==> src/rtl/clk_gen_pkg.sv <==
// Shared constants for the CPU clock controller: mode encodings and the
// single-step FSM state values.
package clk_gen_pkg;

  localparam logic [1:0] MODE_RUN  = 2'b00;
  localparam logic [1:0] MODE_STEP = 2'b01;
  localparam logic [1:0] MODE_HOLD = 2'b10;
  localparam logic [1:0] MODE_FAST = 2'b11;

  localparam logic [0:0] S_IDLE = 1'b0;
  localparam logic [0:0] S_STEP = 1'b1;

endpackage

==> src/rtl/clk_div_ctrl_if.sv <==
// Control/status bundle between the debug front panel and the clock controller.
interface clk_div_ctrl_if #(
  parameter int unsigned CNT_W = 26
) ();

  logic [1:0]       mode;
  logic [CNT_W-1:0] div;
  logic             div_load;
  logic             step_req;
  logic             clk;
  logic             tick;
  logic             busy;

  modport master (
    output mode, div, div_load, step_req,
    input  clk, tick, busy
  );

  modport slave (
    input  mode, div, div_load, step_req,
    output clk, tick, busy
  );

endinterface

==> src/rtl/clk_div_ctrl_rise_detect.sv <==
// One-flop rising-edge detector for an already-debounced level input.
module rise_detect (
  input  logic clk,
  input  logic rst,
  input  logic d,
  output logic rise
);

  logic d_q;
  logic d_d;

  always_comb begin
    d_d = d;
  end

  always_ff @(posedge clk or posedge rst) begin
    if (rst) begin
      d_q <= 1'b0;
    end else begin
      d_q <= d_d;
    end
  end

  assign rise = d & ~d_q;

endmodule

==> src/rtl/clk_div_ctrl.sv <==
// Run-time programmable core clock divider with run/fast/hold/single-step modes
// and a one-sysclk tick on every rising edge of the divided clock.
module clk_div_ctrl
  import clk_gen_pkg::*;
#(
  parameter int unsigned CNT_W       = 26,
  parameter int unsigned DIV_DEFAULT = 500
) (
  input  logic          sysclk,
  input  logic          reset,
  clk_div_ctrl_if.slave bus
);

  logic [CNT_W-1:0] counter_q, counter_d;
  logic [CNT_W-1:0] div_r_q, div_r_d;
  logic [CNT_W-1:0] lim;
  logic             clk_q, clk_d;
  logic             tick_q, tick_d;
  logic [0:0]       state_q, state_d;
  logic             step_rise;
  logic             advance;
  logic             wrap;

  rise_detect u_step_rise (
    .clk  (sysclk),
    .rst  (reset),
    .d    (bus.step_req),
    .rise (step_rise)
  );

  always_comb begin
    counter_d = counter_q;
    div_r_d   = div_r_q;
    clk_d     = clk_q;
    tick_d    = 1'b0;
    state_d   = state_q;
    advance   = 1'b0;
    lim       = div_r_q;

    case (bus.mode)
      MODE_RUN: begin
        advance = 1'b1;
        state_d = S_IDLE;
      end
      MODE_FAST: begin
        advance = 1'b1;
        lim     = '0;
        state_d = S_IDLE;
      end
      MODE_HOLD: begin
        advance = (state_q == S_STEP);
      end
      MODE_STEP: begin
        if (state_q == S_STEP || clk_q) begin
          advance = 1'b1;
        end else if (step_rise) begin
          state_d = S_STEP;
        end
      end
    endcase

    // >= rather than == so entering FAST mid-count snaps straight to 0.
    wrap = (counter_q >= lim);

    if (bus.div_load) begin
      div_r_d   = bus.div;
      counter_d = '0;
      state_d   = state_q;
    end else if (advance) begin
      if (wrap) begin
        counter_d = '0;
        clk_d     = ~clk_q;
        tick_d    = ~clk_q;
        if (clk_q) begin
          state_d = S_IDLE;
        end
      end else begin
        counter_d = counter_q + CNT_W'(1);
      end
    end
  end

  always_ff @(posedge sysclk or posedge reset) begin
    if (reset) begin
      counter_q <= '0;
      div_r_q   <= CNT_W'(DIV_DEFAULT);
      clk_q     <= 1'b0;
      tick_q    <= 1'b0;
      state_q   <= S_IDLE;
    end else begin
      counter_q <= counter_d;
      div_r_q   <= div_r_d;
      clk_q     <= clk_d;
      tick_q    <= tick_d;
      state_q   <= state_d;
    end
  end

  assign bus.clk  = clk_q;
  assign bus.tick = tick_q;
  assign bus.busy = (state_q == S_STEP);

endmodule

==> src/flat_wrapper.sv <==
// flat-port wrapper written by rule: the top's interface ports become plain ports
module clk_div_ctrl_flat import clk_gen_pkg::*;
#(
  parameter int unsigned CNT_W       = 26,
  parameter int unsigned DIV_DEFAULT = 500
)
  (sysclk, reset, bus_mode, bus_div, bus_div_load, bus_step_req, bus_clk, bus_tick, bus_busy);
  clk_div_ctrl_if #(.CNT_W(CNT_W)) bus_i ();
  input  logic sysclk;
  input  logic reset;
  input wire logic [$bits(bus_i.mode)-1:0] bus_mode;
  input wire logic [$bits(bus_i.div)-1:0] bus_div;
  input wire logic [$bits(bus_i.div_load)-1:0] bus_div_load;
  input wire logic [$bits(bus_i.step_req)-1:0] bus_step_req;
  output wire logic [$bits(bus_i.clk)-1:0] bus_clk;
  output wire logic [$bits(bus_i.tick)-1:0] bus_tick;
  output wire logic [$bits(bus_i.busy)-1:0] bus_busy;
  assign bus_i.mode = bus_mode;
  assign bus_i.div = bus_div;
  assign bus_i.div_load = bus_div_load;
  assign bus_i.step_req = bus_step_req;
  assign bus_clk = bus_i.clk;
  assign bus_tick = bus_i.tick;
  assign bus_busy = bus_i.busy;
  clk_div_ctrl #(.CNT_W(CNT_W), .DIV_DEFAULT(DIV_DEFAULT)) u_core (.sysclk(sysclk), .reset(reset), .bus(bus_i));
endmodule
==> config.mk <==
export PLATFORM = sky130hd
export DESIGN_NAME = clk_div_ctrl_flat
export DESIGN_NICKNAME = d
export VERILOG_FILES = /design/src/rtl/clk_gen_pkg.sv /design/src/rtl/clk_div_ctrl_if.sv /design/src/rtl/clk_div_ctrl_rise_detect.sv /design/src/rtl/clk_div_ctrl.sv /design/src/flat_wrapper.sv
export SDC_FILE = /design/constraint.sdc
export NUM_CORES = 1
export LEC_CHECK = 0
export ABC_AREA = 1
export CORE_MARGIN = 2
export CORE_UTILIZATION = 62
export CTS_CLUSTER_SIZE = 12
export DETAILED_ROUTE_END_ITERATION = 16
export GPL_TIMING_DRIVEN = 0
export PLACE_DENSITY = 0.91
export SLEW_MARGIN = 30
export SYNTH_ARGS = -nofsm -noshare
export SYNTH_HDL_FRONTEND = slang
export SYNTH_SLANG_ARGS = --single-unit
==> constraint.sdc <==
create_clock -name sysclk -period 3.2 [get_ports sysclk]
set_clock_uncertainty 0.05 [all_clocks]
set_input_delay 0.48 -clock sysclk [delete_from_list [all_inputs] [get_ports sysclk]]
set_output_delay 0.48 -clock sysclk [all_outputs]
set_load 0.005 [all_outputs]
# Word level (Yosys, flattened, before mapping)

Cells that the tools add are included.

Bits in registers: 56
Bits in latches: 0
Bits in writable memories: 0
Bits in read-only memories: 0
Bits of input ports: 32
Word-level logic and storage cells: 35
Memories: 0

Add/sub/neg operators: 1
Multipliers: 0
Div/mod/pow operators: 0
Order comparisons: 1
Eq/ne operators: 3
Shifts and indexed selects: 0
Multiplexer cells: 15
Bitwise gates (word level): 4
Reduce and logical (&&, ||, !) cells: 5

Operators with widths:

| cell                  | count |
|---|---|
| $mux 26               | 4 |
| $add 26x1->26 const B | 1 |
| $ge 26x26->1          | 1 |
| $mux 1                | 9 |
| $eq 2x2->1 const B    | 2 |
| $not 1->1             | 3 |
| $pmux 1 s3            | 1 |
| $reduce_and 3->1      | 1 |
| $eq 2x1->1 const B    | 1 |
| $logic_not 2->1       | 1 |
| $pmux 1 s2            | 1 |
| $reduce_bool 2->1     | 1 |
| $reduce_or 2->1       | 1 |
| $and 1x1->1           | 1 |
| $logic_or 1x1->1      | 1 |

# Logic depth before layout (Yosys ltp)

Gate-level depths: netlist of run 1.

Depth after elaboration: 8
Gate-level depth with buffers: 18
Depth with buffers taken out: 17

# Hierarchy

From an unflattened synthesis of run 1, not the netlist that was laid out.

Cell total of the unflattened synthesis: 555
Area, all modules: 3922.5 sq um

By module, submodules not included:

| module       | instances | cells each | area each (sq um) | sequential area each (sq um) |
|---|---|---|---|---|
| clk_div_ctrl | 1         | 551        | 3883.7            | 1383.8 |
| rise_detect  | 1         | 4          | 38.8              | 25.0 |

# Least setup slack after synthesis of run 1

OpenSTA, ideal clock, no wires.

Kind: in2reg
Start: input port bus_mode[0]
End: register u_core.counter_q[11]
Arrival: 2.328 ns
Required time: 3.024 ns
Setup slack: 0.696 ns
Cell stages on the path: 15
Buffers on the path: 2
Cell sequence: ha_1 -> inv_2 -> clkbuf_1 -> nand2_1 -> ha_1 -> nand2_1 -> nor2_1 -> inv_2 -> a21oi_1 -> nor2_2 -> nor2_4 -> nor2_8 -> nand2_8 -> buf_12 -> a21oi_2

Cells in the longest elaborated chain, start to end: 6
Elaborated cells on any way between the ends: 12

Ends and longest elaborated chain:

| what                 | RTL line           | text |
|---|---|---|
| start, declared      | flat_wrapper.sv:11 | `input wire logic [$bits(bus_i.mode)-1:0] bus_mode;` |
| $eq 2x2->1           | clk_div_ctrl.sv:40 | `case (bus.mode)` |
| $mux 26              | clk_div_ctrl.sv:40 |  |
| $ge 26x26->1         | clk_div_ctrl.sv:63 | `wrap = (counter_q >= lim);` |
| $mux 26              | clk_div_ctrl.sv:70 | `if (wrap) begin` |
| $mux 26              | clk_div_ctrl.sv:69 | `end else if (advance) begin` |
| $mux 26              | clk_div_ctrl.sv:65 | `if (bus.div_load) begin` |
| end signal, assigned | clk_div_ctrl.sv:91 | `counter_q <= counter_d;` |
| end, declared        | clk_div_ctrl.sv:14 | `logic [CNT_W-1:0] counter_q, counter_d;` |

Parallel ways exist; a longest one is shown, timed or not. The select of a mux whose other input is x is not followed.
A chain may end at the register's enable or synchronous reset.

# Worst setup path after layout of run 1

Start: input port bus_mode[1]
End: register u_core.counter_q[14]

Same word-level chain as after synthesis.

==> results of run 1 <==
cells in the mapped netlist (all sizes together), types with 2 or more instances:
cell type,instances
a21oi,28
buf,6
clkbuf,6
dfrtp,50
dfstp,6
ha,31
inv,38
nand2,205
nand3,19
nand4,15
nor2,44
nor3,2
o21ai,14
xor2,13
routing by layer:
metal	global-route usage [%]	up-vias	wire length [um]
met5	0	-	0
met4	11.2	0	210
met3	5.11	25	479
met2	47.1	135	4140
met1	36.9	1549	3570
li1	-	1631	-
cells by family after synthesis:
logic type,after synthesis,synth area share [%]
DFF,56,38.4
xor gates and xnor gates,14,3.34
buffers and inverters,51,6.20
and+or+nand+nor,287,33.9
AOI/OAI and AO/OA,45,7.63
adders and majority gates,31,10.6
state kept, by name (all words and copies together), names as in the netlist:
| name | count |
|---|---|
| u_core.bus.clk | 1 |
| u_core.div_r_q | 26 |
| u_core.counter_q | 26 |
| u_core.bus.busy | 1 |
| u_core.u_step_rise.d_q | 1 |
| u_core.bus.tick | 1 |
worst min path at each step:
| stage | start | endpoint | slack [ns] |
|---|---|---|---|
| floorplan | u_core.div_r_q[10] | u_core.div_r_q[10] | 0.39 |
| global placement | u_core.div_r_q[7] | u_core.div_r_q[7] | 0.40 |
| detailed placement | u_core.div_r_q[7] | u_core.div_r_q[7] | 0.40 |
| CTS | u_core.div_r_q[7] | u_core.div_r_q[7] | 0.42 |
| global route | reset | u_core.div_r_q[11] | 0.43 |
| finish | reset | u_core.div_r_q[15] | 0.42 |
critical path: stages:
cell             delay, ns
clkdlybuf4s50_1       0.47
ha_1                  0.24
inv_2                 0.15
clkbuf_4              0.23
nand2_1               0.08
ha_1                  0.29
nand2_1               0.15
nor2_1                0.07
nand2_1               0.10
nor2_1                0.05
nand3_1               0.08
nand3_2               0.15
nor2_8                0.20
nand2_8               0.11
buf_12                0.17
a21oi_2               0.11
report_power, final:
| group | total, mW | internal (mW) | switching [mW] | leakage (nW) |
|---|---|---|---|---|
| Clock | 0.551 | 0.313 | 0.238 | 0.0654 |
| Sequential | 0.774 | 0.749 | 0.0254 | 0.721 |
| Combinational | 0.251 | 0.107 | 0.144 | 1.27 |
repair_timing:
item                       CTS  global route
gates resized for setup      0             8
buffers inserted             0             0
setup endpoints to repair    0            26
hold buffers                 0             0
stage by stage:
| stage | utilization (%) | worst slack, ns | TNS, ns | hold slack, ns |
|---|---|---|---|---|
| floorplan | - | 0.696 | 0 | 0.392 |
| global placement | 70.6 | -0.150 | -2.14 | 0.404 |
| detailed placement | 71.0 | -0.258 | -5.23 | 0.404 |
| CTS | 73.3 | 0.0576 | 0 | 0.418 |
| global route | 73.4 | 0.0230 | 0 | 0.428 |
| finish | 73.4 | 0.235 | 0 | 0.416 |
cell type report:
class                   count  area, sq um
multi-input cells         377         2040
fillers                   421         1550
flip-flops and latches     56         1410
repair buffers             35          360
inverters                  39          149
well taps                  75         93.8
plain buffers              12         88.8
clock buffers               6         72.6
clock inverters             2         60.1
==> metrics.md, run 1 <==
| Metric | Value |
|---|---|
| Status | `finished, final reports clean` |
| Post-synth top area share | `34.1%` |
| CP Capture Point | `u_core.counter_q[14]` |
| Leakage | `2.06 nW` |
| Setup slack, reg-to-reg | `1.01 ns` |
| Design area | `0.00427 sq mm` |
| Global route overflow | `0` |
| CP Capture Type | `flop` |
| Worst-Margin Slew | `0.417 ns` |
| Maxcap violations | `0` |
| Syn Inst Count | `484` |
| DP Cell Count | `594` |
| DR WL/cell | `13.9 um` |
| Core Area | `0.00582 sq mm` |
| Critical path class | `in -> reg` |
| First-pass detailed-route iteration total | `7` |
| Aggregate global-route resource usage | `28.4%` |
| Post-synth top flop | `dfrtp_1` |
| Synth-to-layout area growth | `16.3%` |
| Mean Syn Cell Area | `7.59 sq um` |
| TritonCTS clock tree | `yes` |
| Worst EP required | `3.39 ns` |
| Final setup vio count | `0` |
| Clock tree buffer depth | `2` |
| Starting Density | `63.1%` |
| Post-DP Area | `0.00413 sq mm` |
| Number of synthesized flops with an enable pin | `0` |
| Die ar. | `0.00655 sq mm` |
| Synth area leaders | `dfrtp_1 34%, nand2_1 20%, ha_1 11%` |
| CP Max Fanout | `10` |
| Commonest non-fill, non-tap cell in the layout | `nand2_1` |
| Post-route ant nets | `0` |
| Share of cells above drive strength 1 | `11.2%` |
| Crit share post-route | `92.7%` |
| Synthesized Nets | `547` |
| Vias in the first global route | `3256` |
| Largest net degree at the start of global routing | `34` |
| Fmax | `337 MHz` |
| Global-route wire length before repair | `14.4 mm` |
| Vias per cell | `5.55` |
| Post-synth ARST share | `100%` |
| Synth warn | `0` |
| CP Launch Type | `input pin` |
| Fin. Hold Viols | `0` |
| CTS root buf | `clkbuf_8` |
| PwrDens | `369 mW/mm^2` |
| Worst hold path type | `in -> async` |
| Io pins | `35` |
| Die X | `81.0 um` |
| Sequential-to-total area share from yosys stat | `38.4%` |
| Final net count | `589` |
| DRC Markers | `0` |
| #FFs+latches synth | `56` |
| Most frequent cells in the layout | `198 x nand2_1, 50 x dfrtp_1, 35 x nor2_1, 34 x clkdlybuf4s50_1` |
| Hpwl dp | `6.53 mm` |
| Non-filler instance count after layout | `602` |
| DR vias | `3340` |
| Die H | `81.0 um` |
| Fin. max-slew vios | `0` |
| Post-synth top area cell | `dfrtp_1` |
| RSZ-0062 raised after global routing | `false` |
| Synth unique cells | `35` |
| R2R cell count | `12` |
| Placer Congestion | `0.927` |
| Min cycle time layout | `2.97 ns` |
| Initial antenna violation count | `0` |
| Clock insertion delay at the later pin of the skew report | `0.32 ns` |
| Relative slew slack | `72.2%` |
| 1st-iter DRT viols | `374` |
| Routed WL | `8.39 mm` |
| WP data arrival | `3.15 ns` |
| N_diodes | `0` |
| Port-buffer cells | `34` |
| Crit path from | `bus_mode[1]` |
| FF-to-FF Start | `u_core.div_r_q[4]` |
| Power consumption | `1.58 mW` |
| Clk sinks | `56` |
| CTS clock-pin slew for the worst setup and hold paths | `0.10 ns` |
| Site Rows | `28` |
| Max H-tree Level | `2` |
| Reg-to-Reg End | `u_core.counter_q[14]` |
| TritonCTS Buffers | `5` |
| VDD IR-drop max | `0.000281 V` |
| Synth Cell Area | `0.00367 sq mm` |
Note: power is estimated with default switching activity, not from simulation.
==> run 2, diff against run 1 <==
- CORE_UTILIZATION: 62 -> 30
- PLACE_DENSITY: 0.91 -> 0.53
==> metrics.md, run 2 (synthesis results as in run 1) <==
| Metric | Value |
|---|---|
| VDD IR-drop max | `0.000220 V (-22%)` |
| Final setup vio count | `0 (unchanged)` |
| CP Capture Type | `flop` |
| Aggregate global-route resource usage | `14.1% (-14 points)` |
| Maxcap violations | `0 (unchanged)` |
| Initial antenna violation count | `0 (unchanged)` |
| DP Cell Count | `666 (+12%)` |
| Routed WL | `8.48 mm (+1.1%)` |
| Worst hold path type | `reg -> reg` |
| HP Start | `u_core.div_r_q[8]` |
| FF-to-FF Start | `u_core.div_r_q[5]` |
| Most frequent cells in the layout | `198 x nand2_1, 50 x dfrtp_1, 35 x nor2_1, 34 x clkdlybuf4s50_1` |
| Global-route wire length before repair | `14.8 mm (+2.3%)` |
| Placer Congestion | `0.808 (-13%)` |
| Non-filler instance count after layout | `674 (+12%)` |
| Port-buffer cells | `34 (unchanged)` |
| Power consumption | `1.56 mW (-0.96%)` |
| Clock tree buffer depth | `2 (unchanged)` |
| Synth-to-layout area growth | `18.8%` |
| CTS clock-pin slew for the worst setup and hold paths | `0.07 ns (-0.03 ns)` |
| Post-DP Area | `0.00422 sq mm (+2.2%)` |
| Relative slew slack | `67.6% (-4.5 points)` |
| Largest net degree at the start of global routing | `36 (+5.9%)` |
| Crit path from | `bus_mode[1]` |
| Die H | `115 um (+42%)` |
| Worst EP required | `3.36 ns (-0.03 ns)` |
| Core Area | `0.0120 sq mm (+110%)` |
| PwrDens | `358 mW/mm^2 (-3.1%)` |
| TritonCTS clock tree | `yes` |
| Share of cells above drive strength 1 | `11.0% (-0.19 points)` |
| Fmax | `339 MHz (+0.53%)` |
| Critical path class | `in -> reg` |
| DR vias | `3102 (-7.1%)` |
| Leakage | `2.06 nW (about the same)` |
| # resized after CTS | `0 (unchanged)` |
| Final net count | `589 (unchanged)` |
| N_diodes | `0 (unchanged)` |
| Fin. max-slew vios | `0 (unchanged)` |
| Post-route ant nets | `0 (unchanged)` |
| 1st-iter DRT viols | `161 (-57%)` |
| Hpwl dp | `6.73 mm (+3.1%)` |
| Global route overflow | `0 (unchanged)` |
| Crit share post-route | `92.2% (-0.49 points)` |
| Worst-Margin Slew | `0.485 ns (+0.0682 ns)` |
| DRC Markers | `0 (unchanged)` |
| Design area | `0.00436 sq mm (+2.2%)` |
| CTS root buf | `clkbuf_16` |
| First-pass detailed-route iteration total | `4 (-3)` |
| Die X | `115 um (+42%)` |
| WP data arrival | `3.11 ns (-0.04 ns)` |
| Post-CTS Hold Fix Bufs | `0 (unchanged)` |
| Hold slack | `0.416 ns (-0.000107 ns)` |
| Site Rows | `40 (+43%)` |
| Largest registers | `u_core.counter_q: 26 flops, u_core.div_r_q: 26 flops` |
| Setup Fix Bufs, Post-CTS | `0 (unchanged)` |
| Status | `finished, final reports clean` |
| Min cycle time layout | `2.95 ns (-0.0157 ns)` |
| Number of fill cells | `1248 (+200%)` |
| Die ar. | `0.0131 sq mm (+100%)` |
| RSZ-0062 raised after global routing | `false` |
| Max incr delay on CP | `0.47 ns (about the same)` |
| Vias in the first global route | `3043 (-6.5%)` |
| CP Max Fanout | `10 (unchanged)` |
| Clock insertion delay at the later pin of the skew report | `0.30 ns (-0.02 ns)` |
| Fin. Hold Viols | `0 (unchanged)` |
| TritonCTS Buffers | `5 (unchanged)` |
| CP Launch Type | `input pin` |
| Commonest non-fill, non-tap cell in the layout | `nand2_1` |
| Max H-tree Level | `2 (unchanged)` |
| Io pins | `35 (unchanged)` |
| Starting Density | `30.7% (-32 points)` |
| DR WL/cell | `12.6 um (-9.7%)` |
| Critical Path, Cell by Cell | `clkdlybuf4s50_1, ha_1, inv_2, clkbuf_4, nand2_1, ha_1, a21oi_1, o21ai_1, nor2_1, nand3_2, nor2_8, nand2_1, o21ai_0` |
| Vias per cell | `4.60 (-17%)` |
| Clk sinks | `56 (unchanged)` |
| Slowest cell on crit path | `clkdlybuf4s50_1` |
| Fin util | `36.5% (-37 points)` |
==> run 2: changes by cell type in the layout (fill, tap and decap cells not counted) <==
cell and delta:
clkbuf_16 +5, bufinv_16 -2, clkinv_2 +1, clkbuf_2 +1
clkbuf_1 +1, clkbuf_4 -1, clkbuf_8 -5
==> run 2: area by class of cell <==
type                            instances  area [sq um]  area share (%)
Buffer                                 12          86.3            1.98
Clock buffer                            7           133            3.04
Clock inverter                          1          5.00           0.115
Inverter                               39           149            3.41
Multi-Input combinational cell        377          2040            46.7
Sequential cell                        56          1410            32.3
Tap cell                              147           184            4.22
Timing Repair Buffer                   35           360            8.26
==> run 2: power by group <==
part / switching (mW) / total (mW) / internal, mW
logic: 0.140 / 0.245 / 0.105
registers: 0.0253 / 0.774 / 0.749
clock network: 0.251 / 0.541 / 0.290
==> run 2: worst max-delay path: cells and delay by family <==
kind | cells | cell delay [ns]
buffers and inverters | 3 | 0.83
and+or+nand+nor | 5 | 0.78
adders and majority gates | 2 | 0.55
AOI/OAI and AO/OA | 3 | 0.45
==> run 2: final timing paths <==
check | slack [ns] | end | depth (start not counted)
min reg2reg | 0.42 | u_core.div_r_q[8] | 2
max reg2reg | 1.06 | u_core.counter_q[25] | 11
max | 0.25 | u_core.counter_q[25] | 13
max in group asynchronous | 2.19 | u_core.counter_q[24] | 3
min | 0.42 | u_core.div_r_q[8] | 2
min in group asynchronous | 0.44 | u_core.div_r_q[11] | 2
==> run 2: per-layer routing <==
layer / GRT usage [%] / vias up / share of wire (%)
met1: 19.1 / 1425 / 49
met3: 1.59 / 11 / 2.7
met2: 23.6 / 39 / 47
met5: 0 / - / 0
met4: 4.72 / 0 / 1.6
li1: - / 1627 / -
==> run 2: metrics by stage <==
stage,worst slack [ns],TNS (ns)
after floorplan,0.696,0
after global placement,-0.240,-4.22
after detailed placement,-0.268,-5.44
after CTS,0.0254,0
after global routing,0.000472,0
final,0.250,0
==> run 3, diff against run 2 <==
- CORE_UTILIZATION: 30 -> 64
- DONT_BUFFER_PORTS: not set -> 1
- PLACE_DENSITY: 0.53 -> 0.86
- clock period: 3.2 -> 3.05 ns (I/O delays scaled with it)
==> metrics.md, run 3 (synthesis results as in run 1) <==
| Metric | Value |
|---|---|
| Status | `finished, final reports clean` |
| Relative slew slack | `67.5% (-0.11 points)` |
| RSZ-0062 raised after global routing | `false` |
| Initial antenna violation count | `0 (unchanged)` |
| Site Rows | `27 (-33%)` |
| Clk sinks | `56 (unchanged)` |
| CTS root buf | `clkbuf_8` |
| Final net count | `556 (-5.6%)` |
| Synth-to-layout area growth | `5.96%` |
| CP Capture Type | `flop` |
| Reg-to-Reg End | `u_core.counter_q[11]` |
| Clock tree buffer depth | `2 (unchanged)` |
| Die H | `79.8 um (-30%)` |
| Number of fill cells | `450 (-64%)` |
| Largest net degree at the start of global routing | `53 (+47%)` |
| Fmax | `385 MHz` |
| Critical path buffers and inverters | `4 (+1)` |
| First-pass detailed-route iteration total | `4 (unchanged)` |
| # resized after CTS | `0 (unchanged)` |
| TritonCTS clock tree | `yes` |
| Clock insertion delay at the later pin of the skew report | `0.31 ns (about the same)` |
| Power consumption | `1.44 mW (-7.7%)` |
| Port-buffer cells | `0 (-100%)` |
| Fin util | `70.2% (+34 points)` |
| GR Util met2 | `42.9% (+19 points)` |
| Worst-Margin Slew | `0.487 ns (+0.00167 ns)` |
| M3 GR Usage | `4.30% (+2.7 points)` |
| Starting Density | `66.3% (+36 points)` |
| Max H-tree Level | `2 (unchanged)` |
| Worst hold path type | `in -> reg` |
| Commonest non-fill, non-tap cell in the layout | `nand2_1` |
| CP Max Fanout | `10 (unchanged)` |
| WP data arrival | `2.75 ns (-0.36 ns)` |
| Fin. max-slew vios | `0 (unchanged)` |
| Critical Path, Cell by Cell | `ha_1, inv_2, clkbuf_1, nand2_1, ha_1, nand2_1, nor2_1, inv_2, a21oi_1, nor2_2, nor2_4, nor2_8, nand2_8, buf_12, a21oi_2` |
| Final setup vio count | `0 (unchanged)` |
| Setup Slack @ Placement | `0.149 ns (+0.416 ns)` |
| Final worst slack | `0.450 ns (+0.199 ns)` |
| Share of cells above drive strength 1 | `11.5% (+0.53 points)` |
| Largest registers | `u_core.counter_q: 26 flops, u_core.div_r_q: 26 flops` |
| Slowest cell on crit path | `clkbuf_1` |
| Aggregate global-route resource usage | `26.3% (+12 points)` |
| Die X | `79.8 um (-30%)` |
| Post-route ant nets | `0 (unchanged)` |
| Core Area | `0.00554 sq mm (-54%)` |
| DR vias | `3056 (-1.5%)` |
| CTS clock-pin slew for the worst setup and hold paths | `0.11 ns (+0.04 ns)` |
| DRC Markers | `0 (unchanged)` |
| Area of the multi-input gates | `0.00204 sq mm (unchanged)` |
| Setup Fix Bufs, Post-CTS | `0 (unchanged)` |
| Min cycle time layout | `2.60 ns` |
| Fin. Hold Viols | `0 (unchanged)` |
| Vias in the first global route | `2981 (-2.0%)` |
| Routed WL | `7.49 mm (-12%)` |
| Vias per cell | `5.40 (+17%)` |
| DR WL/cell | `13.2 um (+5.2%)` |
| Hpwl dp | `5.88 mm (-13%)` |
| Crit share post-route | `85.3%` |
| CP Launch Type | `input pin` |
| PwrDens | `370 mW/mm^2 (+3.4%)` |
| FF-to-FF Start | `u_core.div_r_q[8]` |
| Crit path from | `bus_mode[0]` |
| Maxcap violations | `0 (unchanged)` |
| Max incr delay on CP | `0.41 ns (-0.06 ns)` |
| WP depth | `15 (+2)` |
| N_diodes | `0 (unchanged)` |
| Worst EP required | `3.20 ns (-0.16 ns)` |
| Fin Setup TNS | `0 ns (unchanged)` |
| 1st-iter DRT viols | `254 (+58%)` |
| Critical path class | `in -> reg` |
| Grt peak-use layer | `met2` |
| R2R cell count | `12 (+1)` |
| VDD IR-drop max | `0.000288 V (+31%)` |
| TritonCTS Buffers | `5 (unchanged)` |
| Global-route wire length before repair | `13.2 mm (-11%)` |
| Met1 Resource Use GR | `36.2% (+17 points)` |
| Global route overflow | `0 (unchanged)` |
| Leakage | `1.90 nW (-7.6%)` |
| Register Area | `0.00141 sq mm (unchanged)` |
| Setup slack, reg-to-reg | `0.88 ns (-0.18 ns)` |
| CP Capture Point | `u_core.counter_q[11]` |
| Most frequent cells in the layout | `198 x nand2_1, 50 x dfrtp_1, 35 x nor2_1, 31 x inv_1, 31 x ha_1` |
| Io pins | `35 (unchanged)` |
| CP top delay family | `simple AND/OR/NAND/NOR gates` |
| Die ar. | `0.00636 sq mm (-52%)` |
| Placer Congestion | `0.896 (+11%)` |
run 3: power breakdown:
part           total (mW)  switching [mW]  internal [mW]
clock network       0.414           0.250          0.164
logic               0.213           0.139         0.0743
registers           0.813          0.0271          0.786
run 3: routing by layer:
metal,vias to the layer above,share of wire [%],routed length (um)
li1,1566,-,-
met1,1389,45,3380
met2,93,48,3560
met3,8,5.9,443
met4,0,1.4,108
met5,-,0,0
run 3: layout make-up:
class                   instances  area share, %
multi-input cells             377           52.3
flip-flops and latches         56           36.2
inverters                      39           3.83
well taps                      72           2.32
plain buffers                  12           2.09
clock buffers                   6           1.86
repair buffers                  2          0.965
clock inverters                 2          0.418
run 3: through the flow:
stage	instances	instance area, sq um	hold WS [ns]
floorplan	484	3670	0.392
CTS	566	3890	0.110
finish	566	3890	0.110
detailed placement	557	3790	0.164
global route	566	3890	0.0927
global placement	556	3760	0.405
run 3: worst min path at each step:
stage                                   from                      to  slack, ns  cells past startpoint
after detailed placement               reset      u_core.div_r_q[15]       0.16                      1
after global routing            bus_step_req  u_core.u_step_rise.d_q       0.09                      0
after global placement    u_core.div_r_q[12]      u_core.div_r_q[12]       0.40                      2
final                           bus_step_req  u_core.u_step_rise.d_q       0.11                      0
after floorplan           u_core.div_r_q[10]      u_core.div_r_q[10]       0.39                      2
after CTS                       bus_step_req  u_core.u_step_rise.d_q       0.11                      0
run 3: repair_timing:
action	CTS	global route
hold buffers	1	0
endpoints found under the setup margin	0	0
hold endpoints to repair	4	0
